`src/rtl/lcd_capture.sv`:
```
// lcd_capture: sink for the PPU display interface.
// Rebuilds pixel coordinates from the sync strobes, packs 2-bit colours four
// per byte (first pixel of a group in [7:6]) and writes each completed byte
// to a row-major framebuffer, WIDTH/4 bytes per line.
//
// Ports:
//   clk, rst                  system clock (shared with the PPU), async active-high reset
//   lcd_hsync, lcd_vsync      high during horizontal / vertical blank
//   lcd_pixel, lcd_color      pixel-valid strobe and 2-bit colour
//   fb_addr, fb_d_wr          framebuffer byte address and packed data
//   fb_write                  one-cycle write strobe per completed byte
//   frame_done                pulse: complete, error-free frame written
//   err_line                  pulse: short line or pixel overflow
//   err_frame                 pulse: frame ended with a line count other than HEIGHT
module lcd_capture #(
  parameter int WIDTH  = 160,
  parameter int HEIGHT = 144,
  parameter int ADDR_W = 13
) (
  input  logic              clk,
  input  logic              rst,
  input  logic              lcd_hsync,
  input  logic              lcd_vsync,
  input  logic              lcd_pixel,
  input  logic [1:0]        lcd_color,
  output logic [ADDR_W-1:0] fb_addr,
  output logic [7:0]        fb_d_wr,
  output logic              fb_write,
  output logic              frame_done,
  output logic              err_line,
  output logic              err_frame
);

  localparam int XW = $clog2(WIDTH + 1);
  localparam logic [XW-1:0]     X_END     = XW'(WIDTH);
  localparam logic [7:0]        Y_END     = 8'(HEIGHT);
  localparam logic [ADDR_W-1:0] LINE_STEP = ADDR_W'(WIDTH / 4);
  localparam logic [ADDR_W-1:0] LB_MAX    = {ADDR_W{1'b1}} - LINE_STEP;

  typedef enum logic [1:0] {SYNC, ACTIVE, VBLANK} state_t;

  state_t            state_q, state_d;
  logic [XW-1:0]     x_q, x_d;
  logic [7:0]        y_q, y_d;
  logic [ADDR_W-1:0] line_base_q, line_base_d;
  logic [7:0]        pack_q, pack_d;
  logic              hsync_q, vsync_q;
  logic [ADDR_W-1:0] fb_addr_q, fb_addr_d;
  logic [7:0]        fb_d_wr_q, fb_d_wr_d;
  logic              fb_write_q, fb_write_d;
  logic              frame_done_q, frame_done_d;
  logic              err_line_q, err_line_d;
  logic              err_frame_q, err_frame_d;

  logic hs_rise, vs_rise, vs_fall, pix_strobe, in_range;

  assign hs_rise    = lcd_hsync & ~hsync_q;
  assign vs_rise    = lcd_vsync & ~vsync_q;
  assign vs_fall    = ~lcd_vsync & vsync_q;
  assign pix_strobe = lcd_pixel & ~lcd_hsync & ~lcd_vsync;
  assign in_range   = (x_q < X_END) && (y_q < Y_END);

  always_comb begin
    state_d      = state_q;
    x_d          = x_q;
    y_d          = y_q;
    line_base_d  = line_base_q;
    pack_d       = pack_q;
    fb_addr_d    = fb_addr_q;
    fb_d_wr_d    = fb_d_wr_q;
    fb_write_d   = 1'b0;
    frame_done_d = 1'b0;
    err_line_d   = 1'b0;
    err_frame_d  = 1'b0;

    case (state_q)
      SYNC, VBLANK: begin
        if (vs_fall) begin
          x_d         = '0;
          y_d         = '0;
          line_base_d = '0;
          pack_d      = '0;
          state_d     = ACTIVE;
        end
      end
      ACTIVE: begin
        if (vs_rise) begin
          state_d = VBLANK;
          pack_d  = '0;
          if (y_q == Y_END) frame_done_d = 1'b1;
          else              err_frame_d  = 1'b1;
        end else if (hs_rise) begin
          if ((x_q != X_END) && (y_q < Y_END)) err_line_d = 1'b1;
          x_d    = '0;
          pack_d = '0;
          if (y_q != 8'hFF) y_d = y_q + 8'd1;
          // Saturating accumulator; rows past HEIGHT never write, so the
          // clamped value is never used as an address.
          line_base_d = (line_base_q > LB_MAX) ? '1 : line_base_q + LINE_STEP;
        end else if (pix_strobe) begin
          if (in_range) begin
            pack_d = {pack_q[5:0], lcd_color};
            x_d    = x_q + XW'(1);
            if (x_q[1:0] == 2'd3) begin
              fb_write_d = 1'b1;
              fb_d_wr_d  = pack_d;
              fb_addr_d  = line_base_q + ADDR_W'(x_q >> 2);
            end
          end else begin
            err_line_d = 1'b1;
          end
        end
      end
      default: state_d = SYNC;
    endcase
  end

  always_ff @(posedge clk or posedge rst) begin
    if (rst) begin
      state_q      <= SYNC;
      x_q          <= '0;
      y_q          <= '0;
      line_base_q  <= '0;
      pack_q       <= '0;
      hsync_q      <= 1'b0;
      vsync_q      <= 1'b0;
      fb_addr_q    <= '0;
      fb_d_wr_q    <= '0;
      fb_write_q   <= 1'b0;
      frame_done_q <= 1'b0;
      err_line_q   <= 1'b0;
      err_frame_q  <= 1'b0;
    end else begin
      state_q      <= state_d;
      x_q          <= x_d;
      y_q          <= y_d;
      line_base_q  <= line_base_d;
      pack_q       <= pack_d;
      hsync_q      <= lcd_hsync;
      vsync_q      <= lcd_vsync;
      fb_addr_q    <= fb_addr_d;
      fb_d_wr_q    <= fb_d_wr_d;
      fb_write_q   <= fb_write_d;
      frame_done_q <= frame_done_d;
      err_line_q   <= err_line_d;
      err_frame_q  <= err_frame_d;
    end
  end

  assign fb_addr    = fb_addr_q;
  assign fb_d_wr    = fb_d_wr_q;
  assign fb_write   = fb_write_q;
  assign frame_done = frame_done_q;
  assign err_line   = err_line_q;
  assign err_frame  = err_frame_q;

endmodule

```
`config.mk`:
```
export PLATFORM = sky130hd
export DESIGN_NAME = lcd_capture
export DESIGN_NICKNAME = d
export VERILOG_FILES = /design/src/rtl/lcd_capture.sv
export SDC_FILE = /design/constraint.sdc
export NUM_CORES = 1
export LEC_CHECK = 0
export BUFFER_PORTS_ARGS = -buffer_cell sky130_fd_sc_hd__buf_2
export CAP_MARGIN = 20
export CORE_UTILIZATION = 55
export DETAILED_ROUTE_END_ITERATION = 10
export MAX_ROUTING_LAYER = met4
export PLACE_DENSITY = 0.75
export SLEW_MARGIN = 25
export SYNTH_ARGS = -nofsm -noshare
export SYNTH_HDL_FRONTEND = slang
export SYNTH_SLANG_ARGS = --single-unit
```
`constraint.sdc`:
```
create_clock -name clk -period 2.4 [get_ports clk]
set_clock_uncertainty 0.1 [all_clocks]
set_input_delay 0.36 -clock clk [delete_from_list [all_inputs] [get_ports clk]]
set_output_delay 0.36 -clock clk [all_outputs]
set_load 0.1 [all_outputs]
```
==> results.txt <==
* Post-route DRC violation count: 0
* Clock transition at the registers of the reported paths: 0.07 ns
* Logic depth of the worst register-to-register path: 6
- The worst setup path is launched from a flip-flop.
* Initial core utilization: 58.52%
- Hold Path Depth: 1
- Max frequency: 454.7 MHz
- RSZ-0062 raised after global routing: false
- Wirelength per Cell: 16.48 um
- Type of the worst setup path: flip-flop to flip-flop
- Layout overhead on the synthesized area: 12.59%
- Buffers placed on the I/O ports in this run total 31.
* Top fanout value on the critical path: 7
* Hold buffer count at CTS: 1
* Global route overflow: 0
* Netlist cell types: 71
- Counting flops with a built-in enable in the synthesized netlist gives 0.
- The floorplan step defined a die boundary enclosing 6812 sq um.
- In the finished design, the share of the clock period the worst path needs comes to 91.63%.
* Total track usage: 26.02%
- Sequential-to-total area share from yosys stat: 43.49%
- After the first detailed-routing iteration, the DRC count stood at 327.
* Number of standard cells after synthesis: 359
- Root cell of the clock tree: sky130_fd_sc_hd__clkbuf_8
- Final number of max-transition violations: 0
- After clock tree synthesis, the setup repair step added 0 buffers.
- Synthesis produced a netlist with a net count of 379.
* Simple-gate area share of the yosys netlist: 19.40%
* Leak: 1.824 nW
- For this block, the routed nets add up to 7.893 mm of wire.
- The count of nets left with antenna violations once routing finished came out at 0.
- The first TritonRoute pass finished after 5 iterations.
- Count of final hold-check violations: 0
- For the worst setup path, the data arrival time is 2.37 ns.
- In this run the horizontal extent of the chip is 82.54 um.
- Fill cell instance count of the final layout: 501
- At the pin with the least slew margin, the transition time is 0.6738 ns.
* Top library cells by usage in the layout, fill and taps aside: sky130_fd_sc_hd__dfrtp_1 (62), sky130_fd_sc_hd__o21ai_0 (32), sky130_fd_sc_hd__buf_2 (31), sky130_fd_sc_hd__nand2_1 (24), sky130_fd_sc_hd__inv_1 (19)
- Via count of the first global-routing pass: 2716
* Number of antenna repair diodes: 0
- The synthesized design contains 62 register bits.
- Initial antenna violation count: 0
- Portion of netlist area occupied by mux cells: 4.840%
- Pin count of the biggest net entering global routing: 24
- Min Tclk post-route: 2.199 ns
* Fraction of the mapped netlist area in compound gates: 21.26%
* Path type of the worst min-delay path: primary input to flip-flop
- Critical Path Sink Type: flip-flop
* Final nets: 419
- Clock buffer count from CTS: 9
- Total via count after detailed routing: 2946
* Worst Setup Slack post-DPL: 0.1840 ns
* Result of the run: finished, final reports clean
* IO Pins: 32
* Maximum level of the CTS H-tree: 3
- After Yosys synthesis, full adders, half adders and majority gates account for 4.770% of the synthesized area.
- Synth warn: 0
- Fraction of final layout cells sized beyond drive strength 1: 20.30%
- Routability-driven placement congestion ratio: 0.8843
- Clock Sink Count: 62
* Post-cts sizing count: 0
* Mean area per synthesized cell: 9.936 sq um
- Highest ir drop seen on vdd: 0.5327 mV
* Power density of the placed cells: 720.9 nW/um^2
- Post-synthesis share of cell area spent on xor and xnor gates: 0.9821%
- Dominant combinational cell family by area after synthesis: compound AO/OA/AOI/OAI gates
- The floorplan step defined a core boundary enclosing 6096 sq um.
* Detailed placement HPWL: 5.661 mm
- TritonCTS built the clock tree.
- Mapped cell area: 3567 sq um
- Fraction of registers with async set/reset: 100.0%
* Final WS setup: 0.2010 ns
- Required time worst endpoint: 2.57 ns
* Site row count: 28
* Ratio of routed vias to standard cells: 6.150
- The die is 82.54 um tall.
- First-pass GRT wire length: 12.89 mm
- The tool flagged a number of max-cap violations equal to 0.
- Cells fill 65.89% of the core in the end.
- In the final timing run, aggregate negative setup slack is 0 ns.
* Worst-skew pair later-pin latency: 0.34 ns
- Number of setup violations in the final report: 0
* Most frequent standard cell in the layout excluding fill and tap cells: sky130_fd_sc_hd__dfrtp_1
* Prevailing post-synth register cell: sky130_fd_sc_hd__dfrtp_1
- Maximum buffer depth of the clock tree: 2
- In this run the tightest slew margin relative to its limit is 55.08%.
stage by stage:
stage,total power [mW],cells,hold WS (ns),instance area (sq um)
2_1_floorplan,1.785,359,0.2914,3567
3_3_place_gp,1.944,462,0.2949,3805
3_5_place_dp,1.965,462,0.3010,3805
4_1_cts,2.906,479,0.06255,4016
5_1_grt,3.039,479,0.07424,4016
6_report,2.895,479,0.07653,4016
cell type report:
type,instances,area (sq um),area share (%)
inverters,21,78.83,1.963
clock inverters,3,42.54,1.059
flip-flops and latches,62,1551,38.63
well taps,75,93.84,2.336
multi-input cells,260,1828,45.51
repair buffers,45,262.8,6.542
clock buffers,13,158.9,3.956
worst paths after layout:
kind	startpoint	endpoint	slack, ns
max	line_base_q[1]	fb_addr[8]	0.20
min reg2reg	fb_addr[5]	fb_addr[5]	0.39
max reg2reg	line_base_q[1]	fb_addr[8]	0.20
min in group asynchronous	rst	err_line	0.48
max in group asynchronous	rst	fb_addr[10]	1.06
min	lcd_hsync	hsync_q	0.08
cell usage after synthesis, types with 3 or more instances:
| cell | n | share of area, % |
|---|---|---|
| sky130_fd_sc_hd__nand4_1 | 9 | 1.6 |
| sky130_fd_sc_hd__and3_1 | 6 | 1.1 |
| sky130_fd_sc_hd__o21a_1 | 3 | 0.63 |
| sky130_fd_sc_hd__inv_1 | 20 | 2.1 |
| sky130_fd_sc_hd__a21o_1 | 3 | 0.63 |
| sky130_fd_sc_hd__dfrtp_1 | 62 | 43 |
| sky130_fd_sc_hd__ha_1 | 12 | 4.2 |
| sky130_fd_sc_hd__buf_2 | 6 | 0.84 |
| sky130_fd_sc_hd__a21oi_1 | 18 | 2.5 |
| sky130_fd_sc_hd__nand2_1 | 24 | 2.5 |
| sky130_fd_sc_hd__mux2_4 | 4 | 1.7 |
| sky130_fd_sc_hd__a2111oi_0 | 3 | 0.74 |
| sky130_fd_sc_hd__a211oi_1 | 7 | 1.5 |
| sky130_fd_sc_hd__or4_1 | 6 | 1.3 |
| sky130_fd_sc_hd__o31ai_1 | 6 | 1.3 |
| sky130_fd_sc_hd__a311oi_1 | 3 | 0.74 |
| sky130_fd_sc_hd__nand3_1 | 12 | 1.7 |
| sky130_fd_sc_hd__buf_6 | 5 | 1.6 |
| sky130_fd_sc_hd__a31oi_1 | 8 | 1.4 |
| sky130_fd_sc_hd__o21ai_0 | 32 | 4.5 |
| sky130_fd_sc_hd__and4_1 | 3 | 0.74 |
| sky130_fd_sc_hd__clkbuf_1 | 4 | 0.42 |
| sky130_fd_sc_hd__nor3_1 | 7 | 0.98 |
| sky130_fd_sc_hd__nor2_1 | 17 | 1.8 |
| sky130_fd_sc_hd__o21ai_1 | 7 | 0.98 |
| sky130_fd_sc_hd__nand2b_1 | 6 | 1.1 |
| sky130_fd_sc_hd__or3_1 | 4 | 0.70 |
| sky130_fd_sc_hd__mux2i_1 | 9 | 2.5 |
cell families after synthesis:
family                     Yosys count
adders and majority gates           13
and+or+nand+nor                    117
xor gates and xnor gates             4
buffers and inverters               37
AOI/OAI and AO/OA                  111
DFF                                 62
muxes                               15
layer usage:
metal / vias up / routed length, um / track usage, %
met2: 74 / 3717 / 39.92
met3: 12 / 341 / 5.385
li1: 1423 / - / -
met5: - / 0 / -
met4: 0 / 102 / 9.483
met1: 1437 / 3731 / 34.00
sequential cells by signal, indices dropped and copies added, names as in the netlist:
name,count
y_q,8
x_q,8
fb_d_wr,8
frame_done,1
vsync_q,1
fb_addr,13
line_base_q,11
err_frame,1
hsync_q,1
state_q,2
fb_write,1
pack_q,6
err_line,1
worst max-delay path, cell delays in order, from the launching register on:
cell                       delay, ns
sky130_fd_sc_hd__dfrtp_1        0.49
sky130_fd_sc_hd__ha_1           0.27
sky130_fd_sc_hd__fa_1           0.27
sky130_fd_sc_hd__a211oi_1       0.11
sky130_fd_sc_hd__o21a_1         0.24
sky130_fd_sc_hd__or4_1          0.48
sky130_fd_sc_hd__a31oi_1        0.17
power breakdown:
group          total [mW]  leakage, nW  internal, mW  switching [mW]
clock network       0.938       0.0996         0.536           0.403
logic               0.737        0.872         0.262           0.475
registers            1.22        0.853          1.12          0.0955
total                2.90         1.82          1.92           0.973
Power figures use the tool's default switching activity.
